## config.mk

```make
export PLATFORM = sky130hd
export DESIGN_NAME = fdc_disk_server
export DESIGN_NICKNAME = d
export VERILOG_FILES = /design/src/rtl/fdc_disk_server.sv
export SDC_FILE = /design/constraint.sdc
export NUM_CORES = 1
export LEC_CHECK = 0
export CORE_MARGIN = 10
export CORE_UTILIZATION = 51
export CTS_CLUSTER_DIAMETER = 50
export DETAILED_ROUTE_END_ITERATION = 16
export GPL_TIMING_DRIVEN = 0
export MAX_ROUTING_LAYER = met4
export PLACE_DENSITY = 0.82
export SETUP_SLACK_MARGIN = 0.5
export SKIP_CTS_REPAIR_TIMING = 1
export SLEW_MARGIN = 20
export SYNTH_ARGS = -nofsm -noshare
export SYNTH_HDL_FRONTEND = slang
export SYNTH_SLANG_ARGS = --single-unit
```

## constraint.sdc

```tcl
create_clock -name clk -period 3.3 [get_ports clk]
set_clock_uncertainty 0.1 [all_clocks]
set_input_delay 0.66 -clock clk [delete_from_list [all_inputs] [get_ports clk]]
set_output_delay 0.66 -clock clk [all_outputs]
set_load 0.01 [all_outputs]
```

## src/rtl/fdc_disk_server.sv

```systemverilog
// fdc_disk_server
//   Sector service engine between the NEC765 FDC core and the host storage
//   controller. Decodes one FDC request at a time from disk_sr, issues a
//   single host transaction for it (read, write, seek or read-id), moves the
//   sector payload between the host byte stream and the FDC FIFOs, and
//   reports done/error/presence/sector-id on disk_cr.
//
// Ports
//   clk, rst_n              clock, async active-low reset
//   disk_sr / disk_cr       FDC request word in / status word out
//   disk_data_in/clkin      read byte + 1-cycle strobe into FDC input FIFO
//   disk_data_out/clkout    write byte from FDC output FIFO + 1-cycle pull strobe
//   disk_present            per-drive image mounted (bit0 = A)
//   host_req/op/drive/track/sector   transaction request, held until host_ack
//   host_ack/err            one-cycle completion + error qualifier
//   host_rd_*               read byte stream (valid/ready)
//   host_wr_*               write byte stream (valid/ready)
module fdc_disk_server #(
    parameter int SECTOR_BYTES = 512,
    parameter int PACE         = 0
) (
    input  logic        clk,
    input  logic        rst_n,
    input  logic [31:0] disk_sr,
    output logic [31:0] disk_cr,
    output logic [7:0]  disk_data_in,
    output logic        disk_data_clkin,
    input  logic [7:0]  disk_data_out,
    output logic        disk_data_clkout,
    input  logic [1:0]  disk_present,
    output logic        host_req,
    output logic [1:0]  host_op,
    output logic        host_drive,
    output logic [7:0]  host_track,
    output logic [7:0]  host_sector,
    input  logic        host_ack,
    input  logic        host_err,
    input  logic [7:0]  host_rd_data,
    input  logic        host_rd_valid,
    output logic        host_rd_ready,
    output logic [7:0]  host_wr_data,
    output logic        host_wr_valid,
    input  logic        host_wr_ready
);

    localparam int             CW  = 10;
    localparam logic [CW-1:0]  SEC = CW'(SECTOR_BYTES);

    localparam logic [1:0] OP_RD  = 2'd0;
    localparam logic [1:0] OP_WR  = 2'd1;
    localparam logic [1:0] OP_SK  = 2'd2;
    localparam logic [1:0] OP_RID = 2'd3;

    typedef enum logic [2:0] {S_IDLE, S_READ, S_WRITE, S_SEEK, S_RID, S_DONE} state_t;
    // Per-byte write sub-sequence: pull strobe, strobe cycle, capture, hand to host
    typedef enum logic [1:0] {W_PULL, W_STROBE, W_CAPT, W_PUSH} wph_t;

    state_t         state;
    wph_t           wph;
    logic [CW-1:0]  count;
    logic [7:0]     pace_cnt;
    logic [1:0]     rid_hist;
    logic           hist_vld;
    logic           sel;
    logic           is_rid;
    logic           done_q;
    logic           err_q;
    logic [7:0]     sector_id;

    logic           wr_req, rd_req, sk_req, rid_req, lvl_req;
    logic [1:0]     rid_chg;
    logic           req_vld, req_drv;
    logic [1:0]     req_op;
    logic           abort, rd_accept, wr_last;
    logic [CW-1:0]  cnt_inc;
    logic           unused_sr;

    assign unused_sr = ^{disk_sr[31:26], disk_sr[19], disk_sr[16]};

    assign wr_req  = |disk_sr[21:20];
    assign rd_req  = |disk_sr[18:17];
    assign sk_req  = |disk_sr[25:24];
    assign lvl_req = wr_req | rd_req | sk_req;
    // History is invalid for the first cycle after reset so the idle level
    // of the toggle pair is learned rather than seen as a request.
    assign rid_chg = hist_vld ? (disk_sr[23:22] ^ rid_hist) : 2'b00;
    assign rid_req = |rid_chg;

    always_comb begin
        req_vld = 1'b1;
        req_op  = OP_RD;
        req_drv = 1'b0;
        if (wr_req) begin
            req_op  = OP_WR;
            req_drv = disk_sr[21];
        end else if (rd_req) begin
            req_op  = OP_RD;
            req_drv = disk_sr[18];
        end else if (sk_req) begin
            req_op  = OP_SK;
            req_drv = disk_sr[25];
        end else if (rid_req) begin
            req_op  = OP_RID;
            req_drv = rid_chg[1];
        end else begin
            req_vld = 1'b0;
        end
    end

    // FDC dropped its level request mid-transaction (FDC reset)
    assign abort = ((state == S_READ)  && !rd_req) ||
                   ((state == S_WRITE) && !wr_req) ||
                   ((state == S_SEEK)  && !sk_req);

    assign host_rd_ready = (state == S_READ) && (count < SEC) && (pace_cnt == 8'd0);
    assign rd_accept     = host_rd_valid && host_rd_ready;
    assign cnt_inc       = count + CW'(1);
    // Final write byte handed over in the same cycle as host_ack
    assign wr_last       = (wph == W_PUSH) && host_wr_valid && host_wr_ready && (cnt_inc == SEC);

    assign disk_cr = {sector_id, 18'd0, disk_present[sel], done_q, err_q, 3'd0};

    always_ff @(posedge clk or negedge rst_n) begin
        if (!rst_n) begin
            state            <= S_IDLE;
            wph              <= W_PULL;
            count            <= '0;
            pace_cnt         <= 8'd0;
            rid_hist         <= 2'b00;
            hist_vld         <= 1'b0;
            sel              <= 1'b0;
            is_rid           <= 1'b0;
            done_q           <= 1'b0;
            err_q            <= 1'b0;
            sector_id        <= 8'd0;
            host_req         <= 1'b0;
            host_op          <= OP_RD;
            host_drive       <= 1'b0;
            host_track       <= 8'd0;
            host_sector      <= 8'd0;
            host_wr_data     <= 8'd0;
            host_wr_valid    <= 1'b0;
            disk_data_in     <= 8'd0;
            disk_data_clkin  <= 1'b0;
            disk_data_clkout <= 1'b0;
        end else begin
            disk_data_clkin  <= 1'b0;
            disk_data_clkout <= 1'b0;
            rid_hist         <= disk_sr[23:22];
            hist_vld         <= 1'b1;
            if (pace_cnt != 8'd0)
                pace_cnt <= pace_cnt - 8'd1;

            if (abort) begin
                host_req      <= 1'b0;
                host_wr_valid <= 1'b0;
                state         <= S_IDLE;
            end else begin
                case (state)
                    S_IDLE: begin
                        count <= '0;
                        wph   <= W_PULL;
                        if (req_vld) begin
                            sel         <= req_drv;
                            host_drive  <= req_drv;
                            host_op     <= req_op;
                            host_track  <= {disk_sr[14:8], disk_sr[15]};
                            host_sector <= disk_sr[7:0];
                            is_rid      <= (req_op == OP_RID);
                            if (!disk_present[req_drv]) begin
                                done_q <= 1'b1;
                                err_q  <= 1'b1;
                                state  <= S_DONE;
                            end else begin
                                host_req <= 1'b1;
                                case (req_op)
                                    OP_RD:   state <= S_READ;
                                    OP_WR:   state <= S_WRITE;
                                    OP_SK:   state <= S_SEEK;
                                    default: state <= S_RID;
                                endcase
                            end
                        end
                    end

                    S_READ: begin
                        if (rd_accept) begin
                            disk_data_in    <= host_rd_data;
                            disk_data_clkin <= 1'b1;
                            count           <= cnt_inc;
                            pace_cnt        <= 8'(PACE);
                        end
                        if (host_ack) begin
                            host_req <= 1'b0;
                            done_q   <= 1'b1;
                            err_q    <= host_err | ((rd_accept ? cnt_inc : count) != SEC);
                            state    <= S_DONE;
                        end
                    end

                    S_WRITE: begin
                        if (host_ack) begin
                            host_req      <= 1'b0;
                            host_wr_valid <= 1'b0;
                            done_q        <= 1'b1;
                            err_q         <= host_err | !((count == SEC) || wr_last);
                            state         <= S_DONE;
                        end else if (count != SEC) begin
                            case (wph)
                                W_PULL: begin
                                    disk_data_clkout <= 1'b1;
                                    wph              <= W_STROBE;
                                end
                                W_STROBE: wph <= W_CAPT;
                                W_CAPT: begin
                                    host_wr_data  <= disk_data_out;
                                    host_wr_valid <= 1'b1;
                                    wph           <= W_PUSH;
                                end
                                default: begin
                                    if (host_wr_ready) begin
                                        host_wr_valid <= 1'b0;
                                        count         <= cnt_inc;
                                        wph           <= W_PULL;
                                    end
                                end
                            endcase
                        end
                    end

                    S_SEEK, S_RID: begin
                        if (host_ack) begin
                            host_req <= 1'b0;
                            done_q   <= 1'b1;
                            err_q    <= host_err;
                            if (state == S_RID && !host_err)
                                sector_id <= host_rd_data;
                            state    <= S_DONE;
                        end
                    end

                    S_DONE: begin
                        // Read-id has no level to wait on: done is a 1-cycle pulse
                        if (is_rid || !lvl_req) begin
                            done_q <= 1'b0;
                            err_q  <= 1'b0;
                            state  <= S_IDLE;
                        end
                    end

                    default: state <= S_IDLE;
                endcase
            end
        end
    end

endmodule

```

# After elaboration in Yosys (flattened, before gate mapping)
# Index checks and enable logic that the tools add are counted.
[totals] output_inout_bits=72 ff_bits=76 wordCells=183 input_bits=56
[classes] n_reduce_logical=52 bitwise=7 n_addsub=2 n_mux=67 n_eq_ne=32 magnitude_cmp=3
[ops] cell="$mux 10" count=5
[ops] cell="$mux 1" count=36
[ops] cell="$mux 8" count=4
[ops] cell="$pmux 10 s3" count=1
[ops] cell="$eq 10x10->1 const B" count=2
[ops] cell="$ne 10x10->1 const B" count=2
[ops] cell="$ne 2x2->1 const B" count=9
[ops] cell="$pmux 3 s3" count=2
[ops] cell="$mux 2" count=8
[ops] cell="$mux 3" count=5
[ops] cell="$reduce_and 4->1" count=3
[ops] cell="$reduce_and 6->1" count=2
[ops] cell="$reduce_bool 3->1" count=4
[ops] cell="$reduce_or 2->1" count=6
[ops] cell="$add 10x1->10 const B" count=1
[ops] cell="$logic_and 1x1->1" count=10
[ops] cell="$lt 10x10->1 const B" count=1
[ops] cell="$reduce_and 5->1" count=2
[ops] cell="$ne 3x3->1 const B" count=3
[ops] cell="$reduce_and 3->1" count=3
[ops] cell="$eq 2x2->1 const B" count=4
[ops] cell="$logic_not 8->1" count=1
[ops] cell="$reduce_and 8->1" count=1
[ops] cell="$reduce_bool 8->1" count=1
[ops] cell="other kinds (26)" count=47

# Longest topological paths before layout
[logic_depth] ltp_word=13 ltp_mapped=11 ltp_nobuf=8

# Worst setup path before layout
# Ideal clock, no wire load.
[synth_path] path_kind="input to register" from="input host_ack" to="register err_q" slack_ns=1.115 path_buffers=1 path_stages=7 t_required_ns=3.118 setup_time_ns=0.082 arrival_ns=2.004 path_cell_list="clkbuf_1 -> nor2_1 -> a211o_1 -> a311oi_2 -> o211ai_1 -> mux2i_1 -> a31oi_1"
[synth_between] elab_chain_cells=2 elab_cells_between_ends=4 cone_classes="3 x eq/ne; 1 x reduce/logical"
[synth_rtl] element="start, declared" line_no="36" source="input logic host_ack,"
[synth_rtl] element="$ne 2x2->1 (no line)"
[synth_rtl] element="$reduce_and 8->1 (no line) *"
[synth_rtl] element="end signal, assigned" line_no="196" source="err_q <= host_err | ((rd_accept ? cnt_inc : count) != SEC);"
[synth_rtl] element="end signal, assigned" line_no="206" source="err_q <= host_err | !((count == SEC) || wr_last);"
[synth_rtl] element="end signal, assigned" line_no="235" source="err_q <= host_err;"
[synth_rtl] element="end, declared" line_no="67" source="logic err_q;"
# Every way passes the cells marked *; elsewhere a longest branch is shown, timed or not.
# A chain may end at the register's enable or synchronous reset.

# Worst setup path in the final report
[layout_path] from="input disk_sr[18]" to="register err_q"
[layout_between] elab_chain_cells=7 elab_cells_between_ends=20 cone_classes="3 x eq/ne; 6 x mux; 3 x bitwise; 8 x reduce/logical"
[layout_rtl] element="start, declared" line_no="24" source="input logic [31:0] disk_sr,"
[layout_rtl] element="$reduce_or 2->1" line_no="81" source="assign rd_req = |disk_sr[18:17];"
[layout_rtl] element="$mux 1, or another cell as far along" line_no="96" source="end else if (rd_req) begin"
[layout_rtl] element="$mux 1, or another cell as far along" line_no="93" source="if (wr_req) begin"
[layout_rtl] element="$mux 1 (implied by the code), or another cell as far along (2 in series)" line_no="170" source="if (!disk_present[req_drv]) begin"
[layout_rtl] element="$ne 2x2->1 (no line) / $not 1->1 (equally long branches)"
[layout_rtl] element="$reduce_and 8->1 (no line) *"
# Every way passes the cells marked *; elsewhere a longest branch is shown, timed or not. The select of a mux whose other input is x is not followed.

==> flow_summary.yaml <==
die:
  die_w_um: 110.6
  io_pins: 128
  dieArea_sq_um: 12220
  die_y_um: 110.6
  rows: 32
  coreArea_sq_um: 7848
  start_util: 0.5328
sta:
  tightestPinTransition_ps: 822.3
  slew_headroom: 0.4468
  fmax_mhz: 372.8
  period_share: 0.8129
  slew_violations: 0
  setup_viol: 0
  hold_viol: 0
  period_minus_slack_ps: 2682
  grt_setup_unrepaired: "false"
cells_and_area:
  area_growth_pct: 34.26
  fin_util: 0.7154
  layout.cells.non_filler: 643
  antenna_cells: 0
  final_nets: 601
  drive_gt1_frac: 0.2144
worst_setup_path:
  ff2ff_setup_slack_ps: 1010
  cp_slowest_stage_delay_ps: 530
  path_max_fanout: 6
  cp_data_required_time_ps: 3480
  endpoint_kind: "flop"
  critPathLaunchType: "primary input"
  crit_buf_inv: 1
  slowest_stage: "clkdlybuf4s50_1"
  cp_top_family: "compound AO/OA/AOI/OAI gates"
  worstPathArrival_ps: 2860
  crit_type: "in -> reg"
  crit_chain: "clkdlybuf4s50_1, nor4_4, a21oi_1, a211o_1, a311oi_2, o211ai_1, mux2i_1, a31oi_1"
drt:
  ant_nets: 0
  drt-wirelength-per-cell_um: 16.94
  viasPerCell: 5.383
  dr.first_iter.drc_count: 135
  first_pass_iters: 4
  drc_errors: 0
  dr_total_vias: 3461
  routed_wl_um: 10890
power:
  vdd_drop_max_uv: 518.9
  power_density_nw_per_um2: 718.6
  leakagePower_nw: 2.544
placed_design:
  gp_congestion: 0.8844
  post-place-cells: 627
  hpwl_um: 8349
  portBuffers: 97
yosys:
  synth-xor-area-share: 0.01257
  yosys.area.top_type: "dfrtp_1"
  synth_fa_ha_area_frac: 0.02693
  yosysTopAreaCellShare: 0.4548
  ys_seq_area_frac: 0.4548
  synthCells: 407
  ys_warn_count: 0
  ys.flop_type: "dfrtp_1"
  ys_types: 63
  netlist_area_sq_um: 4182
  muxShareOfSynthArea: 0.1257
  synth_top_family_by_area: "simple AND/OR/NAND/NOR gates"
  avgSynthCellArea_sq_um: 10.27
  synth.area.top_cells: "dfrtp_1 45%, mux2_2 11%, buf_4 4.8%"
  ys_seq_elements: 76
  synth_compound_area_frac: 0.1185
  synth_edf_count: 0
  synthArstFlopShare: 1.000
  synth-simple-area-share: 0.1798
grt:
  track_usage: 0.1799
  gr-total-overflow: 0
  antenna_found_initial: 0
  grt_max_degree: 49
  grt_first_pass_wirelength_um: 18000
  grt_pass1_vias: 3618
clock_tree:
  clk_path_buf_depth: 2
  cts_htree_levels: 3
  cts.reportedPaths.clkPinSlew_ps: 90
  clk_latency_ps: 350
  cts_root_buf: "clkbuf_8"
  cts_buffers: 9
  clock-sinks: 76
  cts_tree: "built"
run_status:
  status: "completed"
hold_path:
  min_path_type: "in -> async"
run:
  max_cap_viol_count: 0
layout make-up:
cell class,instances,area (sq um)
plain buffers,44,296.5
clock buffers,9,123.9
inverters,10,37.54
well taps,102,127.6
flip-flops and latches,76,1902
repair buffers,98,998.5
multi-input cells,297,2023
fillers,585,2233
clock inverters,7,105.1
cell usage in the layout, fill, tap and decap left out, types with 3 or more instances in the layout:
cell type,netlist,layout
a31oi_1,11,11
clkdlybuf4s50_1,0,95
nand2b_1,3,3
buf_2,12,12
clkbuf_1,3,3
nor3b_1,3,3
mux2_2,39,39
nand2_1,24,24
and3_1,8,8
nor2_1,34,34
o211ai_1,3,3
a21oi_1,27,27
mux2_1,5,5
nor4_1,4,4
dfrtp_1,76,76
buf_4,27,28
mux2i_1,3,3
nor2_2,4,4
nand4_1,6,6
ha_1,9,8
or3_1,4,4
a21boi_0,3,3
xnor2_1,4,4
nor3_2,3,3
o21ai_0,16,16
nor2b_1,6,6
nand3_1,8,8
nor3_1,7,7
clkbuf_8,0,9
conb_1,2,22
inv_1,10,10
path summary, 6_finish.rpt:
path | start | end | cells after the start
setup reg to reg | state[1]$_DFFE_PN0P_ | host_wr_data[7]$_DFFE_PN0P_ | 7
hold / removal | rst_n | host_sector[6]$_DFFE_PN0P_ | 1
min in group clk | is_rid$_DFFE_PN0P_ | is_rid$_DFFE_PN0P_ | 1
setup / recovery | disk_sr[18] | err_q$_DFFE_PN0P_ | 8
hold reg to reg | is_rid$_DFFE_PN0P_ | is_rid$_DFFE_PN0P_ | 1
max in group asynchronous | rst_n | host_wr_valid$_DFFE_PN0P_ | 2
power breakdown:
| group | switching (mW) | internal [mW] | leakage (nW) | total [mW] |
|---|---|---|---|---|
| clock | 0.379 | 0.438 | 0.112 | 0.816 |
| sequential | 0.159 | 1.21 | 0.964 | 1.37 |
| combinational | 0.863 | 0.990 | 1.47 | 1.85 |
| total | 1.40 | 2.63 | 2.54 | 4.03 |
metrics by stage:
step | setup slack [ps] | area, sq um | TNS [ps] | hold slack (ps) | total power, mW
CTS | 344.3 | 5609 | 0 | 125.1 | 4.063
detailed placement | 280.1 | 5380 | 0 | 367.1 | 3.238
finish | 617.5 | 5614 | 0 | 128.6 | 4.035
floorplan | 1115 | 4257 | 0 | 264.4 | 2.392
global placement | -1144 | 5355 | -86560 | 365.6 | 3.179
global route | 500.5 | 5614 | 0 | 129.0 | 4.276
routing by layer:
metal | track usage | up-vias | part of all wire
li1 | - | 1671 | -
met1 | 0.2162 | 1669 | 0.42
met2 | 0.2887 | 109 | 0.50
met3 | 0.05240 | 12 | 0.066
met4 | 0.04836 | 0 | 0.011
met5 | - | - | 0
cell usage after synthesis (all sizes together), types with 3 or more instances:
cell type,count
nor4,5
ha,9
a31oi,11
mux2i,3
and3,8
nand2,24
mux2,44
nand2b,3
a21boi,3
or3,4
dfrtp,76
o211ai,3
nor2,38
a21oi,28
buf,41
o21ai,18
nand3,10
xnor2,4
nand4,6
nor2b,6
and2,3
clkbuf,3
nor3,10
inv,10
nor3b,4
logic make-up after synthesis:
group,Yosys count
flops,76
fa+ha+maj,9
xor+xnor,6
simple gates,134
buf+inv,54
compound gates,79
mux,47
other cells,2
sequential cells by signal, summed over array words and instances, names as in the netlist, 2 cells and up:
signal        count
wph               2
host_wr_data      8
host_sector       8
host_track        8
host_op           2
disk_data_in      8
sector_id         8
state             3
rid_hist          2
pace_cnt          8
count            10
No activity file was read; power rests on OpenSTA's default activity.
